**config.mk**
```make
export PLATFORM = sky130hd
export DESIGN_NAME = instr_fetch_unit
export DESIGN_NICKNAME = d
export VERILOG_FILES = /design/src/rtl/instr_fetch_unit.sv
export SDC_FILE = /design/constraint.sdc
export NUM_CORES = 1
export LEC_CHECK = 0
export CAP_MARGIN = 20
export CORE_UTILIZATION = 35
export CTS_CLUSTER_SIZE = 28
export DETAILED_ROUTE_END_ITERATION = 10
export GPL_ROUTABILITY_DRIVEN = 0
export PLACE_DENSITY = 0.85
export SYNTH_ARGS = -nofsm -noshare
export SYNTH_HDL_FRONTEND = slang
export SYNTH_SLANG_ARGS = --single-unit
```
**constraint.sdc**
```tcl
create_clock -name clk -period 5.7 [get_ports clk]
set_input_delay 1.425 -clock clk [delete_from_list [all_inputs] [get_ports clk]]
set_output_delay 1.425 -clock clk [all_outputs]
set_load 0.01 [all_outputs]
```
**src/rtl/instr_fetch_unit.sv**
```systemverilog
// Instruction fetch unit: sequences FETCH -> WAIT -> ISSUE against a one-cycle-latency
// instruction memory, holds the latched word until the execute stage acknowledges it.
module instr_fetch_unit #(
  parameter logic [31:0] RESET_PC    = 32'h0000_0000,
  parameter logic [5:0]  HALT_OPCODE = 6'b111111
) (
  input  logic        clk,
  input  logic        rst,
  input  logic        start,
  output logic        imem_en,
  output logic [31:0] imem_addr,
  input  logic [31:0] imem_rdata,
  output logic [31:0] instr,
  output logic [5:0]  opcode,
  output logic [4:0]  func,
  output logic [31:0] pc,
  output logic [31:0] pc_plus4,
  output logic        instr_valid,
  input  logic        instr_ack,
  input  logic        redirect,
  input  logic [31:0] redirect_pc,
  output logic        halted
);

  typedef enum logic [2:0] {
    S_IDLE,
    S_FETCH,
    S_WAIT,
    S_ISSUE,
    S_HALT
  } state_t;

  state_t      state_q, state_d;
  logic [31:0] pc_q, pc_d;
  logic [31:0] instr_q, instr_d;

  // Branch targets are forced to word alignment, so the low target bits never matter.
  logic unused_redirect_lsbs;
  assign unused_redirect_lsbs = ^redirect_pc[1:0];

  // NOTE: sequential state uses non-blocking assignments so every register samples
  // pre-edge values; reset is synchronous and also clears the instruction latch.
  always_ff @(posedge clk) begin
    if (rst) begin
      state_q <= S_IDLE;
      pc_q    <= RESET_PC;
      instr_q <= '0;
    end else begin
      state_q <= state_d;
      pc_q    <= pc_d;
      instr_q <= instr_d;
    end
  end

  // NOTE: every always_comb output gets a default first, so no path can infer a latch.
  always_comb begin
    state_d = state_q;
    pc_d    = pc_q;
    instr_d = instr_q;
    unique case (state_q)
      S_IDLE: begin
        if (start) state_d = S_FETCH;
      end
      S_FETCH: begin
        state_d = S_WAIT;
      end
      S_WAIT: begin
        instr_d = imem_rdata;
        state_d = S_ISSUE;
      end
      S_ISSUE: begin
        // redirect is only meaningful alongside the acknowledge.
        if (instr_ack) begin
          if (instr_q[31:26] == HALT_OPCODE) begin
            state_d = S_HALT;
          end else begin
            pc_d    = redirect ? {redirect_pc[31:2], 2'b00} : pc_q + 32'd4;
            state_d = S_FETCH;
          end
        end
      end
      S_HALT: begin
        state_d = S_HALT;
      end
      default: begin
        state_d = S_IDLE;
      end
    endcase
  end

  assign imem_en     = (state_q == S_FETCH);
  assign imem_addr   = pc_q;
  assign instr       = instr_q;
  assign opcode      = instr_q[31:26];
  assign func        = instr_q[4:0];
  assign pc          = pc_q;
  assign pc_plus4    = pc_q + 32'd4;
  assign instr_valid = (state_q == S_ISSUE);
  assign halted      = (state_q == S_HALT);

endmodule

```
==> results.toml, run 1 <==
[yosys]
ys_ff_latch = 65
ys_seq_area_share_pct = 33.8
synth_flop_cell = "dfxtp_1"
syn_avg_cell_area_sq_um = 7.49
syn_inst = 514
yosysUniqueCellTypes = 52
async_flop_share_pct = 0
synthesis.area_sq_um = 3850
synth-edff-count = 0
yosysWarningCount = 0

[pwr]
p_leak_nw = 2.03
power_density_nw_per_um2 = 189
worst_ir_drop_vdd_uv = 121

[drt]
viasPerCell = 5.27
wirelength_um = 12300
vias = 4165
postRouteAntennaNets = 0
dr.pass1.iters = 6
route.detailed.drc = 0
drt_iter0_drc = 300
wl_per_cell_um = 15.5

[clock_tree]
clk_pin_slew_ns = 0.09
clk_path_buf_depth = 2
htree_num_levels = 3
post-cts-setup-buffer-count = 0
cts_root_buf = "clkbuf_8"
postCtsHoldBufs = 0
cts_resized = 0
clk-insertion-delay-late_ns = 0.34
cts_tree = "built"
cts_sinks = 65
cts_buffers = 9

[floorplan]
top_level_ports = 211
coreArea_sq_um = 10500
start_util_pct = 36.6
die_w_um = 107
fp-row-count = 37
die_height_um = 107
dieArea_sq_um = 11400

[worst_setup_path]
worstPathRequired_ns = 4.28
critPathKind = "register to output pin"
crit_family = "simple AND/OR/NAND/NOR gates"
path_cells = "ha_1 -> nand3_1 -> nor4_2 -> and4_1 -> xor2_1 -> clkdlybuf4s50_1"
crit_buf_inv = 1
cp_max_fo = 11
end_kind = "output pin"
crit_slowest_cell = "nor4_2"
max_stage_delay_ns = 0.75
arrival_ns = 3.33
regToRegSetupSlack_ns = 2.93
cp-start-kind = "register"

[global_routing]
met3_usage_pct = 5.59
track_usage_pct = 20.8
grt_pass1_wl_um = 19000
antenna_found_initial = 0
grt_use_met2_pct = 35.0
globalRouteOverflowTotal = 0
grt_max_degree = 73
grtUsageMet1_pct = 25.2
grt_pass1_vias = 3778
grt-busiest-layer = "met2"

[sta]
rsz0062_at_grt = "no"
setup_viol = 0
final_min_period_over_clock_period_pct = 83.4
clock_skew_ns = 0.0147
fin_tns_setup_ns = 0
max_freq_mhz = 210
period_needed_ns = 4.75
finalHoldViolCount = 0
slew_violations = 0
max_slew_margin_pct = 32.5
worst_slew_pin_slew_ns = 1.00
whs_ns = 0.455

[finish]
mostFrequentLayoutCells = "clkdlybuf4s50_1 (200), nand2_1 (97), dfxtp_1 (65), a21oi_1 (55), nor2_1 (30)"
antenna_cells = 0
final_common_cell = "clkdlybuf4s50_1"
synthToLayoutAreaGrowth_pct = 51.2
nets = 719
drive_gt1_share_pct = 4.89

[run_status]
status = "complete, no violations"

[placement]
numPortBuffers = 202
hpwl_um = 8640

[min_path]
min-delay-path-class = "register to register"

[job]
drv_cap = 0
[worst paths after layout]
check	start	to	cells past startpoint
setup reg to reg	imem_addr[2]	imem_addr[30]	6
setup / recovery	imem_addr[2]	pc_plus4[30]	6
hold reg to reg	instr[25]	instr[25]	2
hold / removal	instr[25]	instr[25]	2
[cells in the mapped netlist (5+ instances only)]
cell,instances,area share [%]
clkbuf_1,29,2.8
a311o_1,6,1.6
xor2_1,16,3.6
nor4b_1,7,1.6
a21oi_1,55,7.2
nand4_1,6,0.98
o21ai_0,14,1.8
buf_2,7,0.91
nand2_1,97,9.5
buf_1,6,0.59
inv_1,5,0.49
nor2_1,30,2.9
o31ai_1,5,0.98
dfxtp_1,65,34
a22oi_1,7,1.4
and3_1,7,1.1
buf_4,47,9.2
nor4_1,7,1.1
xnor2_1,12,2.7
nor2b_1,6,0.98
nand3_1,21,2.7
nor3_1,12,1.6
and4_1,5,1.1
[kinds of logic (layout without fill, tap and decap cells)]
| group | Yosys count | after routing | synth area share (%) |
|---|---|---|---|
| other | 1 | 6 | 0.0974 |
| DFF | 65 | 65 | 33.8 |
| xor gates and xnor gates | 28 | 28 | 6.37 |
| buffers and inverters | 94 | 229 | 14.0 |
| muxes | 1 | 1 | 0.260 |
| and+or+nand+nor | 214 | 214 | 27.1 |
| adders and majority gates | 1 | 1 | 0.325 |
| AOI/OAI and AO/OA | 110 | 110 | 18.0 |
[cell type report]
type	count	area [sq um]
clock buffer	9	124
clock inverter	7	77.6
fill	959	4690
inverter	5	18.8
multi-input combinational	360	2040
sequential	65	1300
tap	136	170
timing repair buffer	208	2080
[registers in the layout, summed over array words and instances, names as in the netlist]
name,cells
imem_addr,30
instr,32
state_q,3
[per-layer routing]
layer  wire length (um)  share of wire (%)
met5                  0                  0
met1               5110                 42
met4                197                1.6
met3                884                7.2
met2               6060                 49
[stage by stage]
step	instance area, sq um	util [%]	setup slack, ns	power [W]	instances
after detailed placement	5580	53.1	1.35	0.000700	772
after floorplan	3870	-	2.29	0.000594	519
after CTS	5780	55.0	0.926	0.00111	788
after global routing	5820	55.4	0.713	0.00115	790
after global placement	5580	53.1	1.38	0.000695	772
final	5820	55.4	0.945	0.00110	790
[where the power goes]
part / total, W / switching, W / internal [W]
clock: 0.000405 / 0.000199 / 0.000206
combinational: 0.000204 / 0.0000881 / 0.000116
sequential: 0.000492 / 0.0000204 / 0.000472
[worst register-to-register path, cell delays in order (launching register included)]
cell and delay [ns]:
dfxtp_1 0.49, ha_1 0.24, nand3_1 0.38, nor4_2 0.76, and4_1 0.37, nor4b_1 0.08, a311o_1 0.34
Power figures use the tool's default switching activity.
==> run 2: changes to the inputs <==
PLACE_DENSITY = 0.87   (was 0.85)
clock period = 4.04 ns   (was 5.7 ns; I/O delays follow)
==> results.toml, run 2 (synthesis results as in run 1) <==
[run_status]
status = "complete, no violations"

[floorplan]
coreArea_sq_um = 10500
die_w_um = 107
start_util_pct = 36.6
dieArea_sq_um = 11400
top_level_ports = 211
die_height_um = 107
fp-row-count = 37

[global_routing]
grt_max_degree = 55
grt_pass1_wl_um = 18800
grt_pass1_vias = 3798
track_usage_pct = 20.7
grtUsageMet1_pct = 24.7
globalRouteOverflowTotal = 0
grt_use_met2_pct = 36.3
grt-busiest-layer = "met2"
antenna_found_initial = 0
met3_usage_pct = 5.23

[clock_tree]
clk-insertion-delay-late_ns = 0.34
cts_sinks = 65
cts_buffers = 9
clk_path_buf_depth = 2
clk_pin_slew_ns = 0.08
cts_resized = 0
cts_root_buf = "clkbuf_8"
post-cts-setup-buffer-count = 0
htree_num_levels = 3
cts_tree = "built"
postCtsHoldBufs = 0

[finish]
nets = 725
antenna_cells = 0
mostFrequentLayoutCells = "clkdlybuf4s50_1 (200), nand2_1 (97), dfxtp_1 (65), a21oi_1 (55), nor2_1 (30)"
largest_reg_flops = 32
synthToLayoutAreaGrowth_pct = 52.4
drive_gt1_share_pct = 5.76
final_common_cell = "clkdlybuf4s50_1"
utilization_pct = 55.8
fin_area_sq_um = 5860

[worst_setup_path]
end_kind = "output pin"
critPathKind = "register to output pin"
r2r_start = "imem_addr[2]"
worst_r2r_endpoint = "imem_addr[20]"
arrival_ns = 2.81
regToRegSetupSlack_ns = 1.79
crit_slowest_cell = "clkdlybuf4s50_1"
cp_max_fo = 9
cp-start-kind = "register"
max_stage_delay_ns = 0.57
worstPathRequired_ns = 3.03
path_cells = "ha_1 -> nand3_1 -> or4_1 -> nor2_1 -> xor2_1 -> clkdlybuf4s50_1"
reg2reg_depth = 7

[sta]
finalHoldViolCount = 0
final_min_period_over_clock_period_pct = 94.4
slew_violations = 0
fin_tns_setup_ns = 0
clock_skew_ns = 0.00739
max_slew_margin_pct = 51.7
period_needed_ns = 3.82
setup_viol = 0
max_freq_mhz = 262
worst_slew_pin_slew_ns = 0.722
rsz0062_at_grt = "no"

[drt]
drt_iter0_drc = 294
postRouteAntennaNets = 0
wirelength_um = 12200
viasPerCell = 5.32
dr.pass1.iters = 5
wl_per_cell_um = 15.3
vias = 4231
route.detailed.drc = 0

[min_path]
hold_start = "instr[5]"
hold_path_end = "instr[5]"
hold_depth = 2
min-delay-path-class = "register to register"

[pwr]
p_leak_nw = 2.06
worst_ir_drop_vdd_uv = 161
power_density_nw_per_um2 = 264

[placement]
numPortBuffers = 202
postPlaceCellArea_sq_um = 5620
hpwl_um = 8840

[job]
drv_cap = 0
-- run 2: cell types whose count changed in the layout (fill, tap and decap cells not counted), sizes merged --
cell and delta:
buf +6
-- run 2: routing by layer --
metal	routed length, um	share of wire, %	vias to the layer above
li1	-	-	2027
met1	4920	40	1995
met2	6170	51	185
met3	821	6.7	24
met4	304	2.5	0
met5	0	0	-
-- run 2: worst max-delay path by stage --
stage / startpoint / to / cells past startpoint
finish: imem_addr[2] / pc_plus4[24] / 6
global route: imem_addr[10] / pc_plus4[24] / 5
CTS: imem_addr[2] / pc_plus4[24] / 6
detailed placement: imem_addr[2] / pc_plus4[24] / 6
global placement: imem_addr[2] / pc_plus4[24] / 6
floorplan: imem_addr[2] / pc_plus4[24] / 7
-- run 2: metrics by stage --
stage	setup slack, ns	hold WS, ns	std cells	total power (W)
final	0.225	0.461	796	0.00155
after global routing	0.0552	0.475	796	0.00163
after CTS	0.204	0.461	794	0.00156
after detailed placement	0.614	0.451	778	0.000989
after global placement	0.662	0.442	778	0.000980
after floorplan	1.05	0.459	519	0.000837
-- run 2: final cells by class --
cell class,instances,area (sq um)
inverters,5,18.8
fillers,935,4640
clock inverters,7,77.6
well taps,136,170
flip-flops and latches,65,1300
clock buffers,9,124
repair buffers,214,2130
multi-input cells,360,2040
-- run 2: critical path, delay by kind of cell (launching register included) --
kind	cells	cell delay (ns)
AND/OR/NAND/NOR	3	0.94
buffers and inverters	1	0.57
adder cells (fa/ha/maj)	1	0.25
flip-flops	1	0.49
XOR/XNOR	1	0.21
-- run 2: where the power goes --
| group | switching [W] | leakage (nW) | internal (W) |
|---|---|---|---|
| Clock | 0.000278 | 0.100 | 0.000290 |
| Combinational | 0.000125 | 1.43 | 0.000164 |
| Sequential | 0.0000275 | 0.527 | 0.000666 |
| Total | 0.000430 | 2.06 | 0.00112 |
